--- config.mk ---
export PLATFORM = sky130hd
export DESIGN_NAME = partita_scoreboard
export DESIGN_NICKNAME = d
export VERILOG_FILES = /design/src/rtl/partita_pkg.sv /design/src/rtl/partita_scoreboard_sat_counter.sv /design/src/rtl/partita_scoreboard.sv
export SDC_FILE = /design/constraint.sdc
export NUM_CORES = 1
export LEC_CHECK = 0
export ABC_CLOCK_PERIOD_IN_PS = 1500
export CORE_MARGIN = 5
export CORE_UTILIZATION = 44
export CTS_CLUSTER_SIZE = 10
export DETAILED_ROUTE_END_ITERATION = 10
export PLACE_DENSITY = 0.79
export SKIP_LAST_GASP = 1
export SYNTH_ARGS = -nofsm -noshare
export SYNTH_HDL_FRONTEND = slang
export SYNTH_SLANG_ARGS = --single-unit
export TNS_END_PERCENT = 5
--- constraint.sdc ---
create_clock -name clk -period 1.5 [get_ports clk]
set_input_delay 0.3 -clock clk [delete_from_list [all_inputs] [get_ports clk]]
set_output_delay 0.3 -clock clk [all_outputs]
set_load 0.01 [all_outputs]
--- src/rtl/partita_pkg.sv ---
// rtl/partita_pkg.sv - shared state and code definitions for the match scoreboard
package partita_pkg;

  typedef enum logic [1:0] {
    IDLE  = 2'b00,
    GIOCO = 2'b01,
    FINE  = 2'b10
  } state_e;

  localparam logic [1:0] M_INVALID = 2'b00;
  localparam logic [1:0] M_PRIMO   = 2'b01;
  localparam logic [1:0] M_SECONDO = 2'b10;
  localparam logic [1:0] M_PARI    = 2'b11;

  localparam logic [1:0] P_ONGOING = 2'b00;
  localparam logic [1:0] P_PRIMO   = 2'b01;
  localparam logic [1:0] P_SECONDO = 2'b10;
  localparam logic [1:0] P_PARI    = 2'b11;

endpackage

--- src/rtl/partita_scoreboard_sat_counter.sv ---
// rtl/partita_scoreboard_sat_counter.sv - clearable up-counter that clamps at all-ones
module sat_counter #(
  parameter int W = 4
) (
  input  logic         clk,
  input  logic         rst_n,
  input  logic         clr,
  input  logic         inc,
  output logic [W-1:0] q
);

  localparam logic [W-1:0] ONE = {{(W-1){1'b0}}, 1'b1};

  logic [W-1:0] q_q;

  always_ff @(posedge clk or negedge rst_n) begin
    if (!rst_n) begin
      q_q <= '0;
    end else if (clr) begin
      q_q <= '0;
    end else if (inc && (q_q != '1)) begin
      q_q <= q_q + ONE;
    end
  end

  assign q = q_q;

endmodule

--- src/rtl/partita_scoreboard.sv ---
// rtl/partita_scoreboard.sv - round tallies, outcome history and match-end event
// Optional: SCOREBOARD_AUTOFINE_EN ends the match when a player's tally saturates.
module partita_scoreboard
  import partita_pkg::*;
#(
  parameter int CW    = 4,
  parameter int DEPTH = 4
) (
  input  logic                 clk,
  input  logic                 rst_n,
  input  logic                 INIZIO_SETUP,
  input  logic                 MANCHE_VALID,
  input  logic [1:0]           MANCHE,
  input  logic [1:0]           PARTITA,
  output logic [CW-1:0]        PUNTI_PRIMO,
  output logic [CW-1:0]        PUNTI_SECONDO,
  output logic [CW-1:0]        PAREGGI,
  output logic [CW-1:0]        ROUNDS,
  output logic [2*DEPTH-1:0]   HISTORY,
  output logic [1:0]           STATO,
  output logic                 EVT_VALID,
  output logic [1:0]           EVT_WINNER,
  input  logic                 EVT_READY
);

  state_e             state_q, state_d;
  logic [2*DEPTH-1:0] hist_q, hist_d;
  logic               evt_valid_q, evt_valid_d;
  logic [1:0]         evt_winner_q, evt_winner_d;

  logic take, inc_p, inc_s, inc_pari, inc_r;
  logic [1:0] auto_win;

  // A round is only sampled in GIOCO, and setup always wins over it
  assign take     = (state_q == GIOCO) && MANCHE_VALID && !INIZIO_SETUP;
  assign inc_p    = take && (MANCHE == M_PRIMO);
  assign inc_s    = take && (MANCHE == M_SECONDO);
  assign inc_pari = take && (MANCHE == M_PARI);
  assign inc_r    = take && (MANCHE != M_INVALID);

`ifdef SCOREBOARD_AUTOFINE_EN
  localparam logic [CW-1:0] SAT_M1 = {{(CW-1){1'b1}}, 1'b0};
  assign auto_win = {inc_s && (PUNTI_SECONDO == SAT_M1),
                     inc_p && (PUNTI_PRIMO == SAT_M1)};
`else
  assign auto_win = 2'b00;
`endif

  sat_counter #(.W(CW)) u_primo (
    .clk(clk), .rst_n(rst_n), .clr(INIZIO_SETUP), .inc(inc_p), .q(PUNTI_PRIMO)
  );
  sat_counter #(.W(CW)) u_secondo (
    .clk(clk), .rst_n(rst_n), .clr(INIZIO_SETUP), .inc(inc_s), .q(PUNTI_SECONDO)
  );
  sat_counter #(.W(CW)) u_pari (
    .clk(clk), .rst_n(rst_n), .clr(INIZIO_SETUP), .inc(inc_pari), .q(PAREGGI)
  );
  sat_counter #(.W(CW)) u_rounds (
    .clk(clk), .rst_n(rst_n), .clr(INIZIO_SETUP), .inc(inc_r), .q(ROUNDS)
  );

  always_ff @(posedge clk or negedge rst_n) begin
    if (!rst_n) begin
      state_q      <= IDLE;
      hist_q       <= '0;
      evt_valid_q  <= 1'b0;
      evt_winner_q <= 2'b00;
    end else begin
      state_q      <= state_d;
      hist_q       <= hist_d;
      evt_valid_q  <= evt_valid_d;
      evt_winner_q <= evt_winner_d;
    end
  end

  always_comb begin
    state_d      = state_q;
    hist_d       = hist_q;
    evt_valid_d  = evt_valid_q;
    evt_winner_d = evt_winner_q;
    if (INIZIO_SETUP) begin
      state_d     = GIOCO;
      hist_d      = '0;
      evt_valid_d = 1'b0;
    end else begin
      if (evt_valid_q && EVT_READY) begin
        evt_valid_d = 1'b0;
      end
      if (inc_r) begin
        hist_d = {hist_q[2*DEPTH-3:0], MANCHE};
      end
      // An explicit match result takes precedence over a saturation finish
      if (take && (PARTITA != P_ONGOING)) begin
        state_d      = FINE;
        evt_valid_d  = 1'b1;
        evt_winner_d = PARTITA;
      end else if (take && (auto_win != 2'b00)) begin
        state_d      = FINE;
        evt_valid_d  = 1'b1;
        evt_winner_d = auto_win;
      end
    end
  end

  assign HISTORY    = hist_q;
  assign STATO      = state_q;
  assign EVT_VALID  = evt_valid_q;
  assign EVT_WINNER = evt_winner_q;

endmodule

# After elaboration in Yosys (flattened, before gate mapping)
# Index checks and enable logic that the tools add are counted.
dict set report word_totals {
  reg_bits 29
  output_inout_bits 29
  elab_cells 59
}
dict set report classes {
  n_addsub 4
  eq_ne 8
  muxes 15
  bitwise_logic 1
  reduce_logical 23
}
# cell count
set op_table {}
lappend op_table {{$mux W4} 8}
lappend op_table {{$add A4 B1 Y4 const B} 4}
lappend op_table {{$mux W8} 2}
lappend op_table {{$ne A4 B4 Y1 const B} 4}
lappend op_table {{$reduce_bool A2 Y1} 8}
lappend op_table {{$logic_and A1 B1 Y1} 12}
lappend op_table {{$eq A2 B1 Y1 const B} 2}
lappend op_table {{$eq A2 B2 Y1 const B} 2}
lappend op_table {{$mux W2} 2}
lappend op_table {{$mux W1} 3}
lappend op_table {{$reduce_bool A3 Y1} 1}
lappend op_table {{$reduce_and A2 Y1} 1}
lappend op_table {{$logic_not A1 Y1} 1}
lappend op_table {{$not A1 Y1} 1}

# Longest topological paths before layout
dict set report logic_depth {
  depth_word 7
  mapped_depth 5
}

# Modules after synthesis
# From an unflattened synthesis, not the netlist that was laid out.
dict set report unflattened {
  cells_unflattened 129
  area_unflattened_um2 1514.0
}
# module instances cells_per_inst area_per_inst_um2 seq_area_each_um2
set modules_own_cells {}
lappend modules_own_cells {sat_counter 4 20 229.0 100.1}
lappend modules_own_cells {partita_scoreboard 1 49 598.1 325.3}

# Worst setup path after synthesis
# Ideal clock, no wire load.
dict set report synth_path {
  path_type {reg-to-reg}
  startpoint {register u_primo.q_q[0], in the netlist u_primo.q[0]}
  endpoint {register u_primo.q_q[3], in the netlist u_primo.q[3]}
  setup_time_ps 128
  arrival_ps 1397
  required_time_ps 1372
  setup_slack_ps -25
  path_stages_with_launch 5
  path_buffers 0
  cell_sequence {dfrtp_1 -> ha_1 -> and3_1 -> nor4_1 -> mux2_1}
}
dict set report synth_via {
  elab_chain_cells 3
}
# element line
set synth_rtl {}
lappend synth_rtl {{start, declared} partita_scoreboard_sat_counter.sv:14} ;# logic [W-1:0] q_q;
lappend synth_rtl {{start signal, assigned} partita_scoreboard_sat_counter.sv:22} ;# q_q <= q_q + ONE;
lappend synth_rtl {{$add A4 B1 Y4 or $ne A4 B4 Y1 (tied branches)} {partita_scoreboard_sat_counter.sv:22, partita_scoreboard_sat_counter.sv:21}}
lappend synth_rtl {{$mux W4 or $logic_and A1 B1 Y1 (tied branches)} partita_scoreboard_sat_counter.sv:21} ;# end else if (inc && (q_q != '1)) begin
lappend synth_rtl {{$mux W4 or $reduce_bool A2 Y1 (tied branches)} n/a}
# Parallel ways exist; a longest one is shown, timed or not. The select of a mux whose other input is x is not followed.
# A chain may end at the register's enable or synchronous reset.

# Worst setup path after layout
dict set report layout_path {
  startpoint {input port MANCHE_VALID}
  endpoint {register u_secondo.q_q[0], in the netlist u_secondo.q[0]}
}
dict set report layout_via {
  elab_chain_cells 5
}
# element line
set layout_rtl {}
lappend layout_rtl {{start, declared} partita_scoreboard.sv:12} ;# input logic MANCHE_VALID,
lappend layout_rtl {{$logic_and A1 B1 Y1 (2 in series)} partita_scoreboard.sv:35} ;# assign take = (state_q == GIOCO) && MANCHE_VALID && !INIZIO_SETUP;
lappend layout_rtl {{$logic_and A1 B1 Y1} partita_scoreboard.sv:37} ;# assign inc_s = take && (MANCHE == M_SECONDO);
lappend layout_rtl {{$logic_and A1 B1 Y1} partita_scoreboard_sat_counter.sv:21}
lappend layout_rtl {{$reduce_bool A2 Y1 (no source line)} n/a}
lappend layout_rtl {{end signal, assigned} partita_scoreboard_sat_counter.sv:22}
lappend layout_rtl {{end, declared} partita_scoreboard_sat_counter.sv:14}
# Every way passes these cells.

==> results.toml <==
[worst_setup_path]
crit_buf_inv = 1
critPathKind = "primary input to flop"
regToRegSetupSlack_ps = -100
cp_max_fo = 5
critical_path.top_delay_family = "buffers and inverters"
reg2reg_from = "STATO[1]"
cp.arrival_ps = 1830
cpPeakStageDelay_ps = 620
crit_start = "MANCHE_VALID"
critPathCaptureType = "flop"
cp_cell_sequence = "clkdlybuf4s50_1 > nand4b_2 > a311oi_2 > mux2_1"
crit_required_ps = 1700
cp_slowest_cell = "clkdlybuf4s50_1"
critPathLaunchType = "primary input"

[layout]
area_growth_pct = 47.0
multi_input_area_um2 = 753
drive_above_1_share_pct = 24.1
layout.nets = 228
ff_latch_area_um2 = 732
n_antenna_cell = 0
fin_util_pct = 67.0
final_common_cell = "clkdlybuf4s50_1"
fillers = 281
final_cell_mix = "clkdlybuf4s50_1, buf_4, dfrtp_1"
layoutNonFillerInstCount = 262

[yosys]
async_flop_share_pct = 100
ys_ff_latch = 29
ys_warn_count = 0
syn_nets = 161
yosysSeqAreaShare_pct = 47.3
synth_cell_types = 36
avgSynthCellArea_um2 = 10.4
synth_ff_type = "dfrtp_1"
synth_area_um2 = 1530
syn_inst = 148
synth_edf_count = 0

[clocking]
clock_sinks = 29
cts_tree = "yes"
cts_buffer_depth = 2
root_buffer = "clkbuf_4"
htree_levels = 2
insertion_delay_ps = 320
numCtsBuffers = 5
path_clk_slew_ps = 90

[timing]
worst_pin_slew_ps = 375
max_freq_ghz = 0.612
setup_tns_ps = -2160
drv_slew = 0
finalClockSkew_ps = 10.5
rsz0062_at_grt = "true"
finalHoldViolations = 0
post-route-min-period_ps = 1630
fin_crit_sh_pct = 109
setup_viol_count_final = 35
fin_ws_ps = -133
relSlewSlack_pct = 75.0

[outcome]
violations = "setup timing"
outcome = "complete, but fails checks"

[drt]
drc = 0
vias = 1398
ant_nets = 0
wirelength_um = 3850
drt_iter0_drc = 97
dr.pass1.iters = 4
vias_per_cell = 5.34
wl_per_cell_um = 14.7

[place]
dpl.cell_count = 247
gp_congestion = 0.813
hpwl_um = 2880
portBuffers = 37

[floorplanning]
rows = 21
dieWidth_um = 69.0
die_area_um2 = 4760
core_area_um2 = 3360
initial_core_util_pct = 45.6
pin_count = 38
fp.dieH_um = 69.0

[power_and_ir_drop]
peakVddDrop_mv = 0.720
power.density_nw_per_um2 = 835
power_leakage_nw = 1.01

[global_route]
overflow = 0
grt_pass1_wl_um = 6650
track_usage_pct = 17.3
grt_pass1_vias = 1428
grt_start_max_net_pins = 30
antenna_found_initial = 0

[flow_run]
drv_cap = 0

[worst_hold_path]
hold_class = "primary input to asynchronous set/reset pin"
-- stage by stage --
stage / hold WS [ps] / worst slack, ps / total power [mW] / cell area [µm²]
5_1_grt: 378 / -179 / 1.96 / 2250
4_1_cts: 342 / -173 / 1.89 / 2200
3_3_place_gp: 491 / -390 / 1.21 / 2110
3_5_place_dp: 498 / -458 / 1.22 / 2110
2_1_floorplan: 4.41 / -0.488 / 1.01 / 1530
6_report: 345 / -133 / 1.88 / 2250
-- registers in the layout, indices dropped and copies added (netlist names) --
register / cells
u_pari.q: 4
EVT_VALID: 1
u_rounds.q: 4
STATO: 2
u_primo.q: 4
u_secondo.q: 4
EVT_WINNER: 2
HISTORY: 8
-- timing repair --
action,4_1_cts,5_1_grt
hold buffers,0,0
setup endpoints to repair,38,43
buffers inserted,1,6
resized for setup,2,6
-- layout make-up --
type | instances | share of cell area (%)
Multi-Input combinational cell | 106 | 33.4
Sequential cell | 29 | 32.5
Timing Repair Buffer | 68 | 26.9
Tap cell | 46 | 2.55
Clock buffer | 7 | 2.44
Clock inverter | 1 | 1.33
Inverter | 5 | 0.833
-- metal layers --
metal  track usage, %  routed length (µm)  vias to the layer above  share of wire (%)
met1             20.5                1660                      675                 43
met4             8.46                  65                        0                1.7
met2             28.0                1920                       44                 50
met5                0                   0                        -                  0
met3             5.81                 207                        6                5.4
li1                 -                   -                      673                  -
-- cells in the mapped netlist, types with 4 or more instances --
| cell type | n | area (µm²) |
|---|---|---|
| ha_1 | 4 | 50.1 |
| mux2i_1 | 4 | 40.0 |
| nor2b_1 | 8 | 50.1 |
| nand3_1 | 9 | 45.0 |
| nand2b_1 | 11 | 68.8 |
| clkbuf_1 | 4 | 15.0 |
| nand2_1 | 4 | 15.0 |
| mux2_1 | 5 | 56.3 |
| buf_2 | 4 | 20.0 |
| o21ai_0 | 6 | 30.0 |
| a21oi_1 | 13 | 65.1 |
| inv_1 | 5 | 18.8 |
| dfrtp_1 | 29 | 726 |
| nor2_1 | 8 | 30.0 |
-- report_power, final --
group	switching, mW	internal, mW	total, mW
Sequential	0.0264	0.819	0.845
Combinational	0.170	0.201	0.371
Clock	0.267	0.398	0.665
Total	0.463	1.42	1.88
-- kinds of logic (layout without fill, tap and decap cells) --
family | after synthesis | count (layout) | share of synthesized area (%)
DFF | 29 | 29 | 47.3
muxes | 10 | 10 | 7.02
AOI/OAI and AO/OA | 35 | 35 | 15.8
and+or+nand+nor | 57 | 57 | 23.1
buffers and inverters | 13 | 81 | 3.51
adders and majority gates | 4 | 4 | 3.27
-- final timing paths --
path,endpoint,cells after the start
max in group asynchronous,u_secondo.q[3],2
max,u_secondo.q[0],4
min in group clk,EVT_WINNER[1],1
min reg2reg,EVT_WINNER[1],1
min,u_primo.q[0],2
max reg2reg,u_secondo.q[0],4
-- worst register-to-register path, delay by kind of cell, from the launching register on --
kind | cells | cell delay, ps
buffers and inverters | 1 | 140
DFF | 1 | 390
muxes | 1 | 370
and+or+nand+nor | 1 | 240
AOI/OAI and AO/OA | 1 | 340
Note: power is estimated with default switching activity, not from simulation.
